==> src/rtl/tictactoe_pkg.sv <==
// Shared encodings, line table and FSM states for the tic-tac-toe move driver.
package tictactoe_pkg;

   // Board cell codes
   localparam logic [1:0] CELL_EMPTY  = 2'b00;
   localparam logic [1:0] CELL_PLAYER = 2'b01;
   localparam logic [1:0] CELL_PC     = 2'b10;

   // Game result codes reported by the game core
   localparam logic [1:0] WHO_RUN  = 2'b00;
   localparam logic [1:0] WHO_PWIN = 2'b01;
   localparam logic [1:0] WHO_CWIN = 2'b10;
   localparam logic [1:0] WHO_DRAW = 2'b11;

   // Eight winning lines, three cell indices each, first cell in the top nibble.
   // Order: rows 0-2, columns 0-2, diagonal 0/4/8, diagonal 2/4/6.
   localparam int unsigned NUM_LINES = 8;
   localparam logic [11:0] LINE_TABLE [NUM_LINES] = '{
      12'h012, 12'h345, 12'h678,
      12'h036, 12'h147, 12'h258,
      12'h048, 12'h246
   };

   typedef enum logic [2:0] {
      IDLE,
      P_STROBE,
      P_WAIT,
      SCAN,
      C_STROBE,
      C_WAIT,
      GAME_OVER
   } state_t;

   // Pick one cell index (offset 0..2) out of a packed line entry.
   function automatic logic [3:0] line_cell(input logic [11:0] line, input logic [1:0] off);
      case (off)
         2'd0:    line_cell = line[11:8];
         2'd1:    line_cell = line[7:4];
         default: line_cell = line[3:0];
      endcase
   endfunction

endpackage

==> src/rtl/tictactoe_line_eval.sv <==
// Combinational evaluation of one board line: win / block candidate and empty slot.
module tictactoe_line_eval
   import tictactoe_pkg::*;
(
   input  logic [1:0] cell_a,
   input  logic [1:0] cell_b,
   input  logic [1:0] cell_c,
   output logic       win_hit,
   output logic       block_hit,
   output logic [1:0] empty_off
);

   logic [1:0] w_n_pc;
   logic [1:0] w_n_pl;
   logic [1:0] w_n_em;

   assign w_n_pc = 2'({1'b0, cell_a == CELL_PC}) + 2'({1'b0, cell_b == CELL_PC})
                 + 2'({1'b0, cell_c == CELL_PC});
   assign w_n_pl = 2'({1'b0, cell_a == CELL_PLAYER}) + 2'({1'b0, cell_b == CELL_PLAYER})
                 + 2'({1'b0, cell_c == CELL_PLAYER});
   assign w_n_em = 2'({1'b0, cell_a == CELL_EMPTY}) + 2'({1'b0, cell_b == CELL_EMPTY})
                 + 2'({1'b0, cell_c == CELL_EMPTY});

   assign win_hit   = (w_n_pc == 2'd2) && (w_n_em == 2'd1);
   assign block_hit = (w_n_pl == 2'd2) && (w_n_em == 2'd1);
   assign empty_off = (cell_a == CELL_EMPTY) ? 2'd0 :
                      (cell_b == CELL_EMPTY) ? 2'd1 : 2'd2;

endmodule

==> src/rtl/tictactoe_move_driver.sv <==
// Sequences player and computer moves into the game core, choosing the computer
// move by scanning the eight board lines one per cycle.
module tictactoe_move_driver
   import tictactoe_pkg::*;
#(
   parameter int unsigned PLAY_HOLD  = 5,
   parameter int unsigned WAIT_LIMIT = 16
) (
   input  logic       clock,
   input  logic       reset,
   input  logic       key_valid,
   input  logic [3:0] key_pos,
   input  logic [1:0] pos1,
   input  logic [1:0] pos2,
   input  logic [1:0] pos3,
   input  logic [1:0] pos4,
   input  logic [1:0] pos5,
   input  logic [1:0] pos6,
   input  logic [1:0] pos7,
   input  logic [1:0] pos8,
   input  logic [1:0] pos9,
   input  logic [1:0] who,
   output logic       play,
   output logic [3:0] player_pos,
   output logic       pc,
   output logic [3:0] pc_pos,
   output logic       busy,
   output logic       key_reject,
   output logic       err,
   output logic       game_over
);

   localparam int unsigned CNT_MAX = (PLAY_HOLD > WAIT_LIMIT) ? PLAY_HOLD : WAIT_LIMIT;
   localparam int unsigned CNT_W   = (CNT_MAX < 2) ? 1 : $clog2(CNT_MAX);
   localparam logic [CNT_W-1:0] HOLD_LAST = CNT_W'(PLAY_HOLD - 1);
   localparam logic [CNT_W-1:0] WAIT_LAST = CNT_W'(WAIT_LIMIT - 1);

   state_t           r_state, w_nxt_state;
   logic [CNT_W-1:0] r_cnt, w_nxt_cnt;
   logic [2:0]       r_line, w_nxt_line;
   logic [3:0]       r_player_pos, w_nxt_player_pos;
   logic [3:0]       r_pc_pos, w_nxt_pc_pos;
   logic             r_win_vld, w_nxt_win_vld;
   logic [3:0]       r_win_pos, w_nxt_win_pos;
   logic             r_blk_vld, w_nxt_blk_vld;
   logic [3:0]       r_blk_pos, w_nxt_blk_pos;
   logic             r_key_reject, w_nxt_key_reject;
   logic             r_err, w_nxt_err;

   logic [1:0]  w_cells [16];
   logic [11:0] w_line;
   logic [3:0]  w_line_pos;
   logic        w_win_hit, w_blk_hit;
   logic [1:0]  w_empty_off;
   logic        w_any_empty;
   logic [3:0]  w_low_empty;

   // Board view indexable by a 4-bit position; indices 9..15 read as occupied
   always_comb begin
      for (int unsigned i = 0; i < 16; i++) w_cells[i] = 2'b11;
      w_cells[0] = pos1;
      w_cells[1] = pos2;
      w_cells[2] = pos3;
      w_cells[3] = pos4;
      w_cells[4] = pos5;
      w_cells[5] = pos6;
      w_cells[6] = pos7;
      w_cells[7] = pos8;
      w_cells[8] = pos9;
   end

   assign w_line = LINE_TABLE[r_line];

   tictactoe_line_eval u_line_eval (
      .cell_a    (w_cells[w_line[11:8]]),
      .cell_b    (w_cells[w_line[7:4]]),
      .cell_c    (w_cells[w_line[3:0]]),
      .win_hit   (w_win_hit),
      .block_hit (w_blk_hit),
      .empty_off (w_empty_off)
   );

   assign w_line_pos = line_cell(w_line, w_empty_off);

   // Lowest-index empty cell, fallback choice when no line candidate exists
   always_comb begin
      w_any_empty = 1'b0;
      w_low_empty = '0;
      for (int unsigned i = 0; i < 9; i++) begin
         if (!w_any_empty && w_cells[i] == CELL_EMPTY) begin
            w_any_empty = 1'b1;
            w_low_empty = 4'(i);
         end
      end
   end

   // Next-state and next-datapath logic
   always_comb begin
      w_nxt_state      = r_state;
      w_nxt_cnt        = r_cnt;
      w_nxt_line       = r_line;
      w_nxt_player_pos = r_player_pos;
      w_nxt_pc_pos     = r_pc_pos;
      w_nxt_win_vld    = r_win_vld;
      w_nxt_win_pos    = r_win_pos;
      w_nxt_blk_vld    = r_blk_vld;
      w_nxt_blk_pos    = r_blk_pos;
      w_nxt_key_reject = 1'b0;
      w_nxt_err        = 1'b0;
      case (r_state)
         IDLE: begin
            if (key_valid) begin
               if (who != WHO_RUN) begin
                  w_nxt_key_reject = 1'b1;
                  w_nxt_state      = GAME_OVER;
               end else if (key_pos > 4'd8 || w_cells[key_pos] != CELL_EMPTY) begin
                  w_nxt_key_reject = 1'b1;
               end else begin
                  w_nxt_player_pos = key_pos;
                  w_nxt_cnt        = '0;
                  w_nxt_state      = P_STROBE;
               end
            end
         end
         P_STROBE: begin
            if (r_cnt == HOLD_LAST) begin
               w_nxt_cnt   = '0;
               w_nxt_state = P_WAIT;
            end else begin
               w_nxt_cnt = r_cnt + 1'b1;
            end
         end
         P_WAIT: begin
            if (w_cells[r_player_pos] == CELL_PLAYER) begin
               w_nxt_cnt     = '0;
               w_nxt_line    = '0;
               w_nxt_win_vld = 1'b0;
               w_nxt_blk_vld = 1'b0;
               w_nxt_state   = (who != WHO_RUN) ? GAME_OVER : SCAN;
            end else if (r_cnt == WAIT_LAST) begin
               w_nxt_cnt   = '0;
               w_nxt_err   = 1'b1;
               w_nxt_state = IDLE;
            end else begin
               w_nxt_cnt = r_cnt + 1'b1;
            end
         end
         SCAN: begin
            // Candidates include the current line so the last scan cycle can decide
            w_nxt_win_vld = r_win_vld | w_win_hit;
            w_nxt_win_pos = (!r_win_vld && w_win_hit) ? w_line_pos : r_win_pos;
            w_nxt_blk_vld = r_blk_vld | w_blk_hit;
            w_nxt_blk_pos = (!r_blk_vld && w_blk_hit) ? w_line_pos : r_blk_pos;
            if (r_line == 3'd7) begin
               w_nxt_cnt   = '0;
               w_nxt_state = C_STROBE;
               if (w_nxt_win_vld)                  w_nxt_pc_pos = w_nxt_win_pos;
               else if (w_nxt_blk_vld)             w_nxt_pc_pos = w_nxt_blk_pos;
               else if (w_cells[4] == CELL_EMPTY)  w_nxt_pc_pos = 4'd4;
               else if (w_any_empty)               w_nxt_pc_pos = w_low_empty;
               else                                w_nxt_state  = GAME_OVER;
            end else begin
               w_nxt_line = r_line + 3'd1;
            end
         end
         C_STROBE: begin
            if (r_cnt == HOLD_LAST) begin
               w_nxt_cnt   = '0;
               w_nxt_state = C_WAIT;
            end else begin
               w_nxt_cnt = r_cnt + 1'b1;
            end
         end
         C_WAIT: begin
            if (w_cells[r_pc_pos] == CELL_PC) begin
               w_nxt_cnt   = '0;
               w_nxt_state = (who != WHO_RUN) ? GAME_OVER : IDLE;
            end else if (r_cnt == WAIT_LAST) begin
               w_nxt_cnt   = '0;
               w_nxt_err   = 1'b1;
               w_nxt_state = IDLE;
            end else begin
               w_nxt_cnt = r_cnt + 1'b1;
            end
         end
         GAME_OVER: w_nxt_state = GAME_OVER;
         default:   w_nxt_state = IDLE;
      endcase
   end

   // State and datapath registers with synchronous active-low reset
   always_ff @(posedge clock) begin
      if (!reset) begin
         r_state      <= IDLE;
         r_cnt        <= '0;
         r_line       <= '0;
         r_player_pos <= '0;
         r_pc_pos     <= '0;
         r_win_vld    <= 1'b0;
         r_win_pos    <= '0;
         r_blk_vld    <= 1'b0;
         r_blk_pos    <= '0;
         r_key_reject <= 1'b0;
         r_err        <= 1'b0;
      end else begin
         r_state      <= w_nxt_state;
         r_cnt        <= w_nxt_cnt;
         r_line       <= w_nxt_line;
         r_player_pos <= w_nxt_player_pos;
         r_pc_pos     <= w_nxt_pc_pos;
         r_win_vld    <= w_nxt_win_vld;
         r_win_pos    <= w_nxt_win_pos;
         r_blk_vld    <= w_nxt_blk_vld;
         r_blk_pos    <= w_nxt_blk_pos;
         r_key_reject <= w_nxt_key_reject;
         r_err        <= w_nxt_err;
      end
   end

   assign play       = (r_state == P_STROBE);
   assign pc         = (r_state == C_STROBE);
   assign busy       = (r_state != IDLE);
   assign game_over  = (r_state == GAME_OVER);
   assign player_pos = r_player_pos;
   assign pc_pos     = r_pc_pos;
   assign key_reject = r_key_reject;
   assign err        = r_err;

endmodule

==> config.mk <==
export PLATFORM = sky130hd
export DESIGN_NAME = tictactoe_move_driver
export DESIGN_NICKNAME = d
export VERILOG_FILES = /design/src/rtl/tictactoe_pkg.sv /design/src/rtl/tictactoe_line_eval.sv /design/src/rtl/tictactoe_move_driver.sv
export SDC_FILE = /design/constraint.sdc
export NUM_CORES = 1
export LEC_CHECK = 0
export BUFFER_PORTS_ARGS = -buffer_cell sky130_fd_sc_hd__buf_2
export CAP_MARGIN = 5
export CORE_ASPECT_RATIO = 2
export CORE_MARGIN = 4
export CORE_UTILIZATION = 46
export DETAILED_ROUTE_END_ITERATION = 6
export GPL_ROUTABILITY_DRIVEN = 0
export MAX_ROUTING_LAYER = met4
export PLACE_DENSITY = 0.74
export SLEW_MARGIN = 10
export SYNTH_ARGS = -nofsm -noshare
export SYNTH_HDL_FRONTEND = slang
export SYNTH_SLANG_ARGS = --single-unit
==> constraint.sdc <==
create_clock -name clock -period 7.8 [get_ports clock]
set_clock_uncertainty 0.15 [all_clocks]
set_input_delay 1.56 -clock clock [delete_from_list [all_inputs] [get_ports clock]]
set_output_delay 1.56 -clock clock [all_outputs]
set_load 0.02 [all_outputs]
==> results.json <==
{
  "portBuffers": 40,
  "hold_buffers": 0,
  "fp.dieW_um": 65.8,
  "tritoncts": "done",
  "io_pins": 41,
  "drive_gt1_share_pct": 18.9,
  "ys_types": 78,
  "finalCriticalPeriod_ns": 5.42,
  "setup_viol_count_final": 0,
  "clockRootBuffer": "clkbuf_16",
  "fill_cells": 660,
  "startpoint_type": "flip-flop",
  "cts_sinks": 30,
  "postSynthCellCount": 386,
  "yosys-top-cells-count": "nor2_1, dfxtp_1, nand2_1, a21oi_1, nor2b_1",
  "area_growth_pct": 11.9,
  "setup_tns_ns": 0,
  "synth_top_area_share_pct": 19.5,
  "status": "completed",
  "cts_buffer_depth": 2,
  "drv_cap": 0,
  "powerDensity_nw_per_um2": 191,
  "fp.dieH_um": 124,
  "drt_iter0_drc": 279,
  "antenna_found_initial": 0,
  "max_stage_delay_ns": 0.64,
  "peakVddDrop_mv": 0.100,
  "nNetsFinal": 457,
  "clk_latency_ns": 0.28,
  "row_count": 42,
  "critPathSlowestCell": "mux2i_2",
  "initial_core_util_pct": 46.9,
  "crit_path_end_kind": "flip-flop",
  "via_per_inst": 6.53,
  "drtAntennaViolNets": 0,
  "routed_wl_um": 10200,
  "cts_resized": 0,
  "dr.pass1.iters": 5,
  "yosysMostFrequentCell": "nor2_1",
  "worstPathMaxFanout": 11,
  "synth_area_um2": 3080,
  "power_leakage_nw": 1.40,
  "synth.ff_latch_count": 30,
  "final_cells": 506,
  "cts_setup_buffers": 0,
  "hp-class": "flip-flop to flip-flop",
  "slew_headroom_pct": 47.6,
  "wl_per_cell_um": 20.2,
  "cts.htree.levels": 2,
  "crit_chain": "inv_1 -> ha_1 -> mux2i_2 -> mux4_1 -> nor3_2 -> or3_4 -> nand2_1 -> inv_1 -> fa_1 -> nor4bb_1 -> nor3_1 -> nand4_1 -> and3_1 -> nand3b_1 -> nor4bb_1 -> a22oi_1",
  "synth_ff_type": "dfxtp_1",
  "avgSynthCellArea_um2": 7.97,
  "synth_edf_count": 0,
  "required_ns": 7.79,
  "grt_remaining_overflow": 0,
  "yosysWarnings": 0,
  "core_um2": 6570,
  "fmax_mhz": 184,
  "tightest_slew_ns": 0.771,
  "hold_violations": 0,
  "crit_arrival_ns": 5.42,
  "slew_viol_final": 0,
  "route.detailed.drc": 0,
  "dpl.hpwl_um": 7850,
  "grt_pass1_vias": 3287,
  "fp.dieArea_um2": 8140,
  "rsz0062_at_grt": "no",
  "post-synth-top-area-cell": "dfxtp_1",
  "grt_max_degree": 21,
  "num_vias": 3302,
  "async_flop_share_pct": 0,
  "antennaDiodeCount": 0,
  "syn-num-nets": 425,
  "cts_made_buffers": 5,
  "ys_seq_area_share_pct": 19.5,
  "grt_use_total_pct": 26.9,
  "crit_type": "flip-flop to flip-flop",
  "fin_crit_sh_pct": 69.5,
  "placed_cells": 499,
  "clk_pin_slew_worst_paths_ns": 0.05,
  "ys_top_cells_by_area": "dfxtp_1, nor2_1, mux2i_1, mux4_2, nor2b_1",
  "grt_pass1_wl_um": 16200
}
-- power by group --
group	switching [W]	internal [W]	total [W]
clock network	0.0000690	0.000115	0.000184
registers	0.0000288	0.000166	0.000195
logic	0.000171	0.000109	0.000280
-- critical path, delay by kind of cell (launching register included) --
family / cells / cell delay [ns]
AO/OA/AOI/OAI: 1 / 0.10
adder cells (fa/ha/maj): 2 / 0.80
buffers and inverters: 2 / 0.27
flip-flops: 1 / 0.54
multiplexers: 2 / 1.05
AND/OR/NAND/NOR: 9 / 2.37
-- metrics by stage --
| step | util (%) | hold slack [ns] | instance area [µm²] | setup WS (ns) | total power, W |
|---|---|---|---|---|---|
| floorplan | - | 0.333 | 3080 | 2.98 | 0.000394 |
| global placement | 50.4 | 0.362 | 3310 | 2.51 | 0.000468 |
| CTS | 52.4 | 0.375 | 3440 | 2.42 | 0.000656 |
| global route | 52.4 | 0.416 | 3440 | 1.90 | 0.000697 |
| finish | 52.4 | 0.373 | 3440 | 2.38 | 0.000658 |
| detailed placement | 50.4 | 0.367 | 3310 | 2.39 | 0.000472 |
-- flip-flops by register name, indices dropped and copies added, names as in the netlist --
name        cells
err             1
key_reject      1
pc_pos          4
player_pos      4
r_blk_pos       4
r_blk_vld       1
r_cnt           4
r_line          3
r_state         3
r_win_pos       4
r_win_vld       1
-- logic make-up after synthesis --
| kind of cell | share of synthesized area (%) |
|---|---|
| AO/OA/AOI/OAI | 25.9 |
| adder cells (fa/ha/maj) | 5.61 |
| buffers and inverters | 4.43 |
| flip-flops | 19.5 |
| multiplexers | 15.5 |
| AND/OR/NAND/NOR | 29.0 |
-- layout by cell type (no fill, tap or decap), types with 7 or more instances in the layout --
cell and n:
nor3_1 11, nand3_1 12, nand2_1 29, dfxtp_1 30
ha_1 9, a21oi_1 23, o22ai_1 10, nand2b_1 10
nor2_1 45, o21ai_1 7, nor2b_1 21, inv_1 12
buf_2 40, mux2i_1 16, o21ai_0 20, mux4_2 7
-- layout make-up --
class / instances / area [µm²] / share of cell area [%]
sequential: 30 / 601 / 17.4
tap: 88 / 110 / 3.20
timing repair buffer: 40 / 200 / 5.81
clock inverter: 2 / 10.0 / 0.291
multi-input combinational: 326 / 2340 / 68.0
clock buffer: 5 / 125 / 3.63
inverter: 15 / 56.3 / 1.64
-- metal layers --
layer / vias up / part of all wire [%] / global-route usage, %
met5: - / 0 / -
met4: 0 / 7.5 / 20.9
met3: 62 / 4.6 / 3.16
met2: 147 / 55 / 49.2
met1: 1571 / 33 / 24.5
li1: 1522 / - / -
-- final timing paths --
check | endpoint | depth (start not counted) | from | slack [ns]
worst max-delay path | pc_pos[1] | 16 | r_line[1] | 2.38
worst min-delay path | r_cnt[1] | 2 | r_cnt[1] | 0.37
worst min register to register | r_cnt[1] | 2 | r_cnt[1] | 0.37
worst max register to register | pc_pos[1] | 16 | r_line[1] | 2.38
(Power assumes the default switching activity.)
